**src/rtl/glitch_sweep_ctrl.sv**
```systemverilog
// Sweep controller for a glitch engine: walks a (delay, width) grid, arms the engine once per
// point, watches the fault monitor through each attempt and records faulting points.
module glitch_sweep_ctrl #(
    parameter int unsigned SETTLE_CYCLES  = 16,
    parameter logic [31:0] TIMEOUT_CYCLES = 32'd1_000_000
) (
    input  logic        clk,
    input  logic        rst_n,
    input  logic        start,
    input  logic        abort,
    input  logic [31:0] delay_start,
    input  logic [31:0] delay_step,
    input  logic [31:0] delay_end,
    input  logic [31:0] width_start,
    input  logic [31:0] width_step,
    input  logic [31:0] width_end,
    input  logic        engine_done,
    input  logic        fault_in,
    output logic        arm,
    output logic [31:0] cur_delay,
    output logic [31:0] cur_width,
    output logic        busy,
    output logic        done,
    output logic        aborted,
    output logic        hit_valid,
    output logic [31:0] hit_delay,
    output logic [31:0] hit_width,
    output logic [15:0] hit_count,
    output logic [31:0] attempts,
    output logic        timeout_err
);

    typedef enum logic [2:0] {
        ST_IDLE,
        ST_ARM,
        ST_RELEASE,
        ST_SETTLE,
        ST_STEP,
        ST_FINISH
    } state_t;

    localparam logic [31:0] LP_SETTLE_LAST = (SETTLE_CYCLES > 0) ? 32'(SETTLE_CYCLES - 1) : 32'd0;
    localparam logic [31:0] LP_TMO_LAST    = TIMEOUT_CYCLES - 32'd1;

    state_t      r_state, w_state_nxt;
    logic [31:0] r_dstep, r_dend, r_wstart, r_wstep, r_wend;
    logic [31:0] r_cur_delay, r_cur_width;
    logic [31:0] r_hit_delay, r_hit_width;
    logic [15:0] r_hit_count;
    logic [31:0] r_attempts;
    logic [31:0] r_cnt;
    logic        r_fault;
    logic        r_busy, r_aborted, r_hit_valid, r_timeout_err;

    logic [32:0] w_next_w, w_next_d;
    logic        w_w_wrap, w_d_wrap;
    logic        w_range_bad, w_abort, w_tmo, w_settle_end;

    // 33-bit sums so a carry out of the 32-bit range counts as past-end, never as a wrap
    assign w_next_w     = {1'b0, r_cur_width} + {1'b0, r_wstep};
    assign w_next_d     = {1'b0, r_cur_delay} + {1'b0, r_dstep};
    assign w_w_wrap     = (r_wstep == 32'd0) || w_next_w[32] || (w_next_w[31:0] > r_wend);
    assign w_d_wrap     = (r_dstep == 32'd0) || w_next_d[32] || (w_next_d[31:0] > r_dend);
    assign w_range_bad  = (delay_start > delay_end) || (width_start > width_end);
    assign w_abort      = abort && (r_state != ST_IDLE);
    assign w_tmo        = (r_cnt == LP_TMO_LAST);
    assign w_settle_end = (r_cnt == LP_SETTLE_LAST);

    always_ff @(posedge clk or negedge rst_n) begin
        if (!rst_n) r_state <= ST_IDLE;
        else        r_state <= w_state_nxt;
    end

    always_comb begin
        w_state_nxt = r_state;
        case (r_state)
            ST_IDLE:    if (start) w_state_nxt = w_range_bad ? ST_FINISH : ST_ARM;
            ST_ARM: begin
                if (engine_done)  w_state_nxt = ST_RELEASE;
                else if (w_tmo)   w_state_nxt = ST_FINISH;
            end
            ST_RELEASE: begin
                if (!engine_done) w_state_nxt = ST_SETTLE;
                else if (w_tmo)   w_state_nxt = ST_FINISH;
            end
            ST_SETTLE:  if (w_settle_end) w_state_nxt = ST_STEP;
            ST_STEP:    w_state_nxt = (w_w_wrap && w_d_wrap) ? ST_FINISH : ST_ARM;
            ST_FINISH:  w_state_nxt = ST_IDLE;
            default:    w_state_nxt = ST_IDLE;
        endcase
        if (w_abort) w_state_nxt = ST_IDLE;
    end

    always_ff @(posedge clk or negedge rst_n) begin
        if (!rst_n) begin
            r_dstep       <= '0;
            r_dend        <= '0;
            r_wstart      <= '0;
            r_wstep       <= '0;
            r_wend        <= '0;
            r_cur_delay   <= '0;
            r_cur_width   <= '0;
            r_hit_delay   <= '0;
            r_hit_width   <= '0;
            r_hit_count   <= '0;
            r_attempts    <= '0;
            r_cnt         <= '0;
            r_fault       <= 1'b0;
            r_busy        <= 1'b0;
            r_aborted     <= 1'b0;
            r_hit_valid   <= 1'b0;
            r_timeout_err <= 1'b0;
        end else begin
            r_aborted   <= 1'b0;
            r_hit_valid <= 1'b0;
            if (w_abort) begin
                r_busy    <= 1'b0;
                r_aborted <= 1'b1;
            end else begin
                case (r_state)
                    ST_IDLE: if (start) begin
                        r_dstep       <= delay_step;
                        r_dend        <= delay_end;
                        r_wstart      <= width_start;
                        r_wstep       <= width_step;
                        r_wend        <= width_end;
                        r_cur_delay   <= delay_start;
                        r_cur_width   <= width_start;
                        r_attempts    <= '0;
                        r_hit_count   <= '0;
                        r_timeout_err <= 1'b0;
                        r_busy        <= 1'b1;
                        r_cnt         <= '0;
                        r_fault       <= 1'b0;
                    end
                    ST_ARM: begin
                        r_fault <= r_fault | fault_in;
                        if (engine_done)  r_cnt <= '0;
                        else if (w_tmo)   r_timeout_err <= 1'b1;
                        else              r_cnt <= r_cnt + 32'd1;
                    end
                    ST_RELEASE: begin
                        r_fault <= r_fault | fault_in;
                        if (!engine_done) r_cnt <= '0;
                        else if (w_tmo)   r_timeout_err <= 1'b1;
                        else              r_cnt <= r_cnt + 32'd1;
                    end
                    ST_SETTLE: begin
                        r_fault <= r_fault | fault_in;
                        r_cnt   <= w_settle_end ? 32'd0 : r_cnt + 32'd1;
                    end
                    ST_STEP: begin
                        r_attempts <= r_attempts + 32'd1;
                        r_cnt      <= '0;
                        r_fault    <= 1'b0;
                        if (r_fault) begin
                            r_hit_delay <= r_cur_delay;
                            r_hit_width <= r_cur_width;
                            r_hit_valid <= 1'b1;
                            if (r_hit_count != 16'hFFFF) r_hit_count <= r_hit_count + 16'd1;
                        end
                        // width is the inner loop; cur_* keep the last point when the sweep ends
                        if (!w_w_wrap) begin
                            r_cur_width <= w_next_w[31:0];
                        end else if (!w_d_wrap) begin
                            r_cur_width <= r_wstart;
                            r_cur_delay <= w_next_d[31:0];
                        end
                    end
                    ST_FINISH: r_busy <= 1'b0;
                    default: ;
                endcase
            end
        end
    end

    // arm decodes straight from the state register so reset and abort drop it without a clock
    assign arm         = (r_state == ST_ARM) && !abort;
    assign done        = (r_state == ST_FINISH) && !abort;
    assign busy        = r_busy;
    assign aborted     = r_aborted;
    assign hit_valid   = r_hit_valid;
    assign cur_delay   = r_cur_delay;
    assign cur_width   = r_cur_width;
    assign hit_delay   = r_hit_delay;
    assign hit_width   = r_hit_width;
    assign hit_count   = r_hit_count;
    assign attempts    = r_attempts;
    assign timeout_err = r_timeout_err;

endmodule
```
**config.mk**
```make
export PLATFORM = sky130hd
export DESIGN_NAME = glitch_sweep_ctrl
export DESIGN_NICKNAME = d
export VERILOG_FILES = /design/src/rtl/glitch_sweep_ctrl.sv
export SDC_FILE = /design/constraint.sdc
export NUM_CORES = 1
export LEC_CHECK = 0
export ABC_AREA = 1
export BUFFER_PORTS_ARGS = -buffer_cell sky130_fd_sc_hd__buf_4
export CORE_MARGIN = 5
export CORE_UTILIZATION = 50
export CTS_CLUSTER_SIZE = 24
export DETAILED_ROUTE_END_ITERATION = 7
export MAX_ROUTING_LAYER = met4
export PLACE_DENSITY = 0.71
export SLEW_MARGIN = 0
export SYNTH_ARGS = -nofsm -noshare
export SYNTH_HDL_FRONTEND = slang
export SYNTH_SLANG_ARGS = --single-unit
```
**constraint.sdc**
```tcl
create_clock -name clk -period 4.49 [get_ports clk]
set_input_delay 0.898 -clock clk [delete_from_list [all_inputs] [get_ports clk]]
set_output_delay 0.898 -clock clk [all_outputs]
set_load 0.01 [all_outputs]
```
== After elaboration in Yosys (flattened, before gate mapping) ==
Index checks and enable logic that the tools add are counted.

* Register bits after elaboration: 376
* Bits in latches: 0
* Memory bits (writable): 0
* Memory bits (read-only): 0
* Input bits: 198
* Output and inout port bits: 182
* Word-level logic and storage cells: 119
* Memories kept: 0

* $add $sub $neg: 5
* Multiply operators: 0
* Div/mod/pow operators: 0
* Magnitude comparators: 4
* Equal/unequal tests: 18
* Shift-type cells: 0
* Multiplexer cells: 41
* Bitwise gates (word level): 2
* Reductions and logical operators: 31

{| class="wikitable"
|+ Operators by type and width
! cell !! number
|-
| $mux W32 || 11
|-
| $pmux W32 S2 || 3
|-
| $pmux W32 S5 || 1
|-
| $gt A32 B32 Y1 || 4
|-
| $add A32 B32 Y33 || 2
|-
| $add A32 B1 Y32 const B || 2
|-
| $logic_not A32 Y1 || 2
|-
| $mux W16 || 3
|-
| $eq A32 B20 Y1 const B || 1
|-
| $eq A32 B4 Y1 const B || 1
|-
| $pmux W16 S2 || 1
|-
| $mux W3 || 8
|-
| $add A16 B1 Y16 const B || 1
|-
| $ne A16 B16 Y1 const B || 1
|-
| $pmux W3 S5 || 1
|-
| $reduce_and A3 Y1 || 5
|-
| $reduce_and A5 Y1 || 3
|-
| $ne A2 B2 Y1 const B || 7
|-
| $reduce_bool A3 Y1 || 4
|-
| $mux W1 || 10
|-
| $ne A3 B3 Y1 const B || 3
|-
| $eq A3 B2 Y1 const B || 2
|-
| $eq A3 B3 Y1 const B || 2
|-
| $pmux W1 S3 || 2
|-
| 13 further kinds || 21
|}

== Logic depth before layout (Yosys ltp) ==
* Word-level depth: 7
* Gate-level depth with buffers: 30
* Mapped depth without buffers: 29

== Worst setup path before layout ==
OpenSTA, ideal clock, no wires.

* Path kind: reg-to-reg
* Start point: reg r_cur_width[0] (netlist: cur_width[0])
* End point: reg r_cur_width[22] (netlist: cur_width[22])
* Setup time: 116 ps
* Arrival: 3405 ps
* Data required time: 4374 ps
* Path slack: 969 ps
* Stages on the path, launching flop included: 29
* Buffers on the path: 1
* Period minus slack after synthesis: 3521 ps
* Cell sequence: dfrtp_1 -> ha_1 -> fa_1 -> nand2_1 -> nand2_1 -> nand3_1 -> nand2_1 -> nand2_1 -> nand2_1 -> nand2_1 -> nand3_1 -> nand2_1 -> inv_1 -> ha_1 -> nand2_1 -> inv_1 -> nand2_1 -> nor2_1 -> nand2_1 -> inv_1 -> nand2_1 -> nand2_1 -> o21bai_1 -> clkbuf_1 -> nand3_1 -> nand3_1 -> nand2_1 -> nand2_1 -> nand2_1

* Cells in the longest elaborated chain, start to end: 5
* Elaborated cells on any way between the ends: 8
* Classes of those cells: add/sub: 1; order compare: 1; eq/ne: 1; mux: 2; reduce/logical: 3

{| class="wikitable"
|+ Ends and longest elaborated chain
! element !! RTL line !! RTL
|-
| start, declared || 47 || <nowiki>logic [31:0] r_cur_delay, r_cur_width;</nowiki>
|-
| start signal, assigned || 128 || <nowiki>r_cur_width <= width_start;</nowiki>
|-
| start signal, assigned || 164 || <nowiki>r_cur_width <= w_next_w[31:0];</nowiki>
|-
| start signal, assigned || 166 || <nowiki>r_cur_width <= r_wstart;</nowiki>
|-
| $add A32 B32 Y33 * || 60 || <nowiki>assign w_next_w = {1'b0, r_cur_width} + {1'b0, r_wstep};</nowiki>
|-
| $gt A32 B32 Y1 or $logic_or A1 B1 Y1 (tied branches) || 62 || <nowiki>assign w_w_wrap = (r_wstep == 32'd0) || w_next_w[32] || (w_next_w[31:0] > r_wend);</nowiki>
|-
| $logic_or A1 B1 Y1 || 62 ||
|-
| $ne A3 B3 Y1 (no line) or $mux W32 (tied branches) || - ||
|-
| $reduce_and A4 Y1 (no line) or $pmux W32 S2 (tied branches) || - ||
|}

Every way passes the cells marked *; elsewhere a longest branch is shown, timed or not.
A chain may end at the register's enable or synchronous reset.

== Worst setup path after layout ==
* Start point: reg r_cur_width[21] (netlist: cur_width[21])
* End point: reg r_cur_width[14] (netlist: cur_width[14])

* Cells in the longest elaborated chain, start to end: 5
* Elaborated cells on any way between the ends: 8
* Classes of those cells: add/sub: 1; order compare: 1; eq/ne: 1; mux: 2; reduce/logical: 3

{| class="wikitable"
|+ Ends and longest elaborated chain
! element !! RTL line
|-
| $add A32 B32 Y33 * || 60
|-
| $gt A32 B32 Y1 or $logic_or A1 B1 Y1 (tied branches) || 62
|-
| $logic_or A1 B1 Y1 * || 62
|-
| $ne A3 B3 Y1 (no line) or $mux W32 (tied branches) || -
|-
| $reduce_and A4 Y1 (no line) or $pmux W32 S2 (tied branches) || -
|}

Marks and branches as above.

==> results.py <==
metrics = {
    "yosys": {
        "synth-edff-count": 0,
        "syn-num-nets": 4245,
        "synth_ff_type": "dfrtp_1",
        "postSynth.asyncResetShare": 1.00,
        "ys_ff_latch": 376,
        "synth_cells": 3850,
        "yosys_warnings": 0,
        "synth.yosys.seq_area_share": 0.360,
        "syn_area_per_cell_um2": 6.78,
        "syn_area_um2": 26100,
        "ys_types": 53,
    },
    "floorplan": {
        "core_um2": 51500,
        "ios": 380,
        "die_area_um2": 56900,
        "start_util": 0.507,
        "fp.dieH_um": 238,
        "num_rows": 83,
        "chipWidth_um": 238,
    },
    "pwr": {
        "peakVddDrop_uv": 448,
        "powerDensity_nw_per_um2": 790,
        "power_leakage_nw": 17.4,
        "power_mw": 24.8,
    },
    "finish": {
        "nFillCells": 5034,
        "layout.nets": 4624,
        "final_core_util": 0.610,
        "final_cells": 4946,
        "area_delta_synth_final_pct": 20.3,
        "multi_input_area_um2": 14000,
        "mostFrequentLayoutCell": "nand2_1",
        "seq_area_um2": 9410,
        "layout_common_cells": "1441 x nand2_1, 588 x inv_1, 428 x buf_4, 376 x dfrtp_1, 226 x nor2_1",
        "drive_above_1_share": 0.131,
    },
    "placed_design": {
        "place_inst": 4865,
        "io_buffers": 379,
        "gp_congestion": 1.01,
        "dp_slack_ns": 0.180,
        "dp_hpwl_mm": 68.1,
    },
    "detailed_routing": {
        "vias": 25877,
        "postRouteAntennaNets": 0,
        "wl_per_cell_um": 17.6,
        "drtPass1Iterations": 5,
        "drc": 0,
        "drt_iter0_drc": 1583,
        "wl_mm": 87.2,
        "viasPerCell": 5.23,
    },
    "global_routing": {
        "grt_usage": 0.307,
        "grt_pass1_wl_mm": 136,
        "antenna_found_initial": 3,
        "grt_remaining_overflow": 0,
        "grt_pass1_vias": 24958,
        "grt_max_degree": 115,
    },
    "sta": {
        "fmax_mhz": 242,
        "tns_ns": 0,
        "fin_ws_ns": 0.357,
        "rsz0062_at_grt": "no",
        "setup_violations": 0,
        "tightest_slew_ns": 0.812,
        "post-route-period-util": 0.921,
        "finalClockSkew_ns": 0.0166,
        "slew_headroom": 0.459,
        "maxSlewViolCount": 0,
        "period_needed_ns": 4.13,
        "final-hold-violation-count": 0,
    },
    "critical_path": {
        "crit_path_max_incr_delay_ns": 0.44,
        "path_max_fanout": 17,
        "crit_top_cell": "nand2_1",
        "cpMaxStageDelayCell": "ha_1",
        "startpoint_type": "flip-flop",
        "cp.arrival_ns": 4.60,
        "cp_top_family": "simple AND/OR/NAND/NOR gates",
        "worst-endpoint-required_ns": 4.96,
        "critPathBufInv": 3,
        "worstSetupPathType": "flip-flop to flip-flop",
        "endpoint_kind": "flip-flop",
    },
    "clock_network": {
        "htreeDepth": 2,
        "cts_tree": "done",
        "cts.hold.buffers_added": 0,
        "clkTransAtPathRegs_ns": 0.06,
        "cts_sinks": 376,
        "cts_buffers": 42,
        "clockBufferDepth": 3,
        "insertion_delay_ns": 0.58,
        "cts_root_buf": "clkbuf_16",
    },
    "hold_path": {
        "worstHoldPathType": "input port to async pin",
    },
    "job": {
        "max_cap_viol_count": 0,
    },
    "status": {
        "outcome": "finished clean",
    },
}
[cell usage after synthesis (8+ instances only)]
master / n / area share
nand2_1: 1441 / 0.21
inv_1: 589 / 0.085
dfrtp_1: 376 / 0.36
nor2_1: 227 / 0.033
ha_1: 195 / 0.093
nand3_1: 192 / 0.037
o21ai_0: 186 / 0.036
a21oi_1: 146 / 0.028
nand4_1: 71 / 0.017
nor3_1: 59 / 0.011
clkbuf_1: 56 / 0.0081
xor2_1: 44 / 0.015
o21ai_1: 40 / 0.0077
buf_2: 26 / 0.0050
nor4_1: 23 / 0.0055
and2_1: 16 / 0.0038
o31ai_1: 16 / 0.0046
buf_1: 13 / 0.0019
inv_2: 13 / 0.0019
o21a_1: 13 / 0.0037
mux2i_1: 11 / 0.0042
nand2_2: 10 / 0.0024
a21o_1: 9 / 0.0026
o21bai_1: 9 / 0.0026
nand3b_1: 8 / 0.0023
[power by group]
part           switching [mW]  total, mW  internal, mW
logic                    9.80       15.2          5.44
registers                1.08       5.79          4.71
clock network            1.53       3.77          2.24
[state kept, by name, summed over array words and instances (netlist names), 16 cells and up]
signal and cells:
hit_count 16, hit_width 32, hit_delay 32, cur_delay 32, r_dstep 32, r_wstep 32
r_wend 32, cur_width 32, r_wstart 32, attempts 32, r_cnt 32, r_dend 32
[layer usage]
| metal | vias to the layer above | GRT usage | wire (µm) |
|---|---|---|---|
| met3 | 175 | 0.0350 | 4680 |
| li1 | 12928 | - | - |
| met5 | - | - | 0 |
| met1 | 12000 | 0.391 | 37500 |
| met4 | 0 | 0.0998 | 2950 |
| met2 | 774 | 0.516 | 42000 |
[stage by stage]
stage | hold WS [ns] | instance area (µm²)
final | 0.317 | 31400
after global routing | 0.362 | 31400
after CTS | 0.353 | 31400
after detailed placement | 0.459 | 29900
after global placement | 0.454 | 29900
after floorplan | 0.453 | 26100
[final timing paths]
check | slack, ns | depth (start not counted) | end | from
max in group asynchronous | 2.96 | 2 | attempts[16] | rst_n
min in group clk | 0.47 | 2 | hit_width[18] | hit_width[18]
setup reg to reg | 0.36 | 27 | cur_width[14] | cur_width[21]
setup / recovery | 0.36 | 27 | cur_width[14] | cur_width[21]
hold / removal | 0.32 | 1 | hit_width[4] | rst_n
hold reg to reg | 0.47 | 2 | hit_width[18] | hit_width[18]
[cells by family after synthesis]
group                    Yosys count  share of synthesized area
XOR/XNOR                          51                     0.0171
adder cells (fa/ha/maj)          197                     0.0950
AND/OR/NAND/NOR                 2076                      0.330
multiplexers                      11                    0.00422
buffers and inverters            703                      0.103
AO/OA/AOI/OAI                    436                     0.0901
flip-flops                       376                      0.360
[layout make-up]
class	count	area share
antenna	4	0.000319
clock buffer	53	0.0367
clock inverter	24	0.0105
inverter	603	0.0724
multi-input combinational	2771	0.447
sequential	376	0.300
tap	680	0.0271
timing repair buffer	435	0.107
[what timing repair did]
item	4_1_cts	5_1_grt
gates resized for setup	0	2
endpoints found under the setup margin	0	32
setup buffers	0	0
No activity file was read; power rests on OpenSTA's default activity.
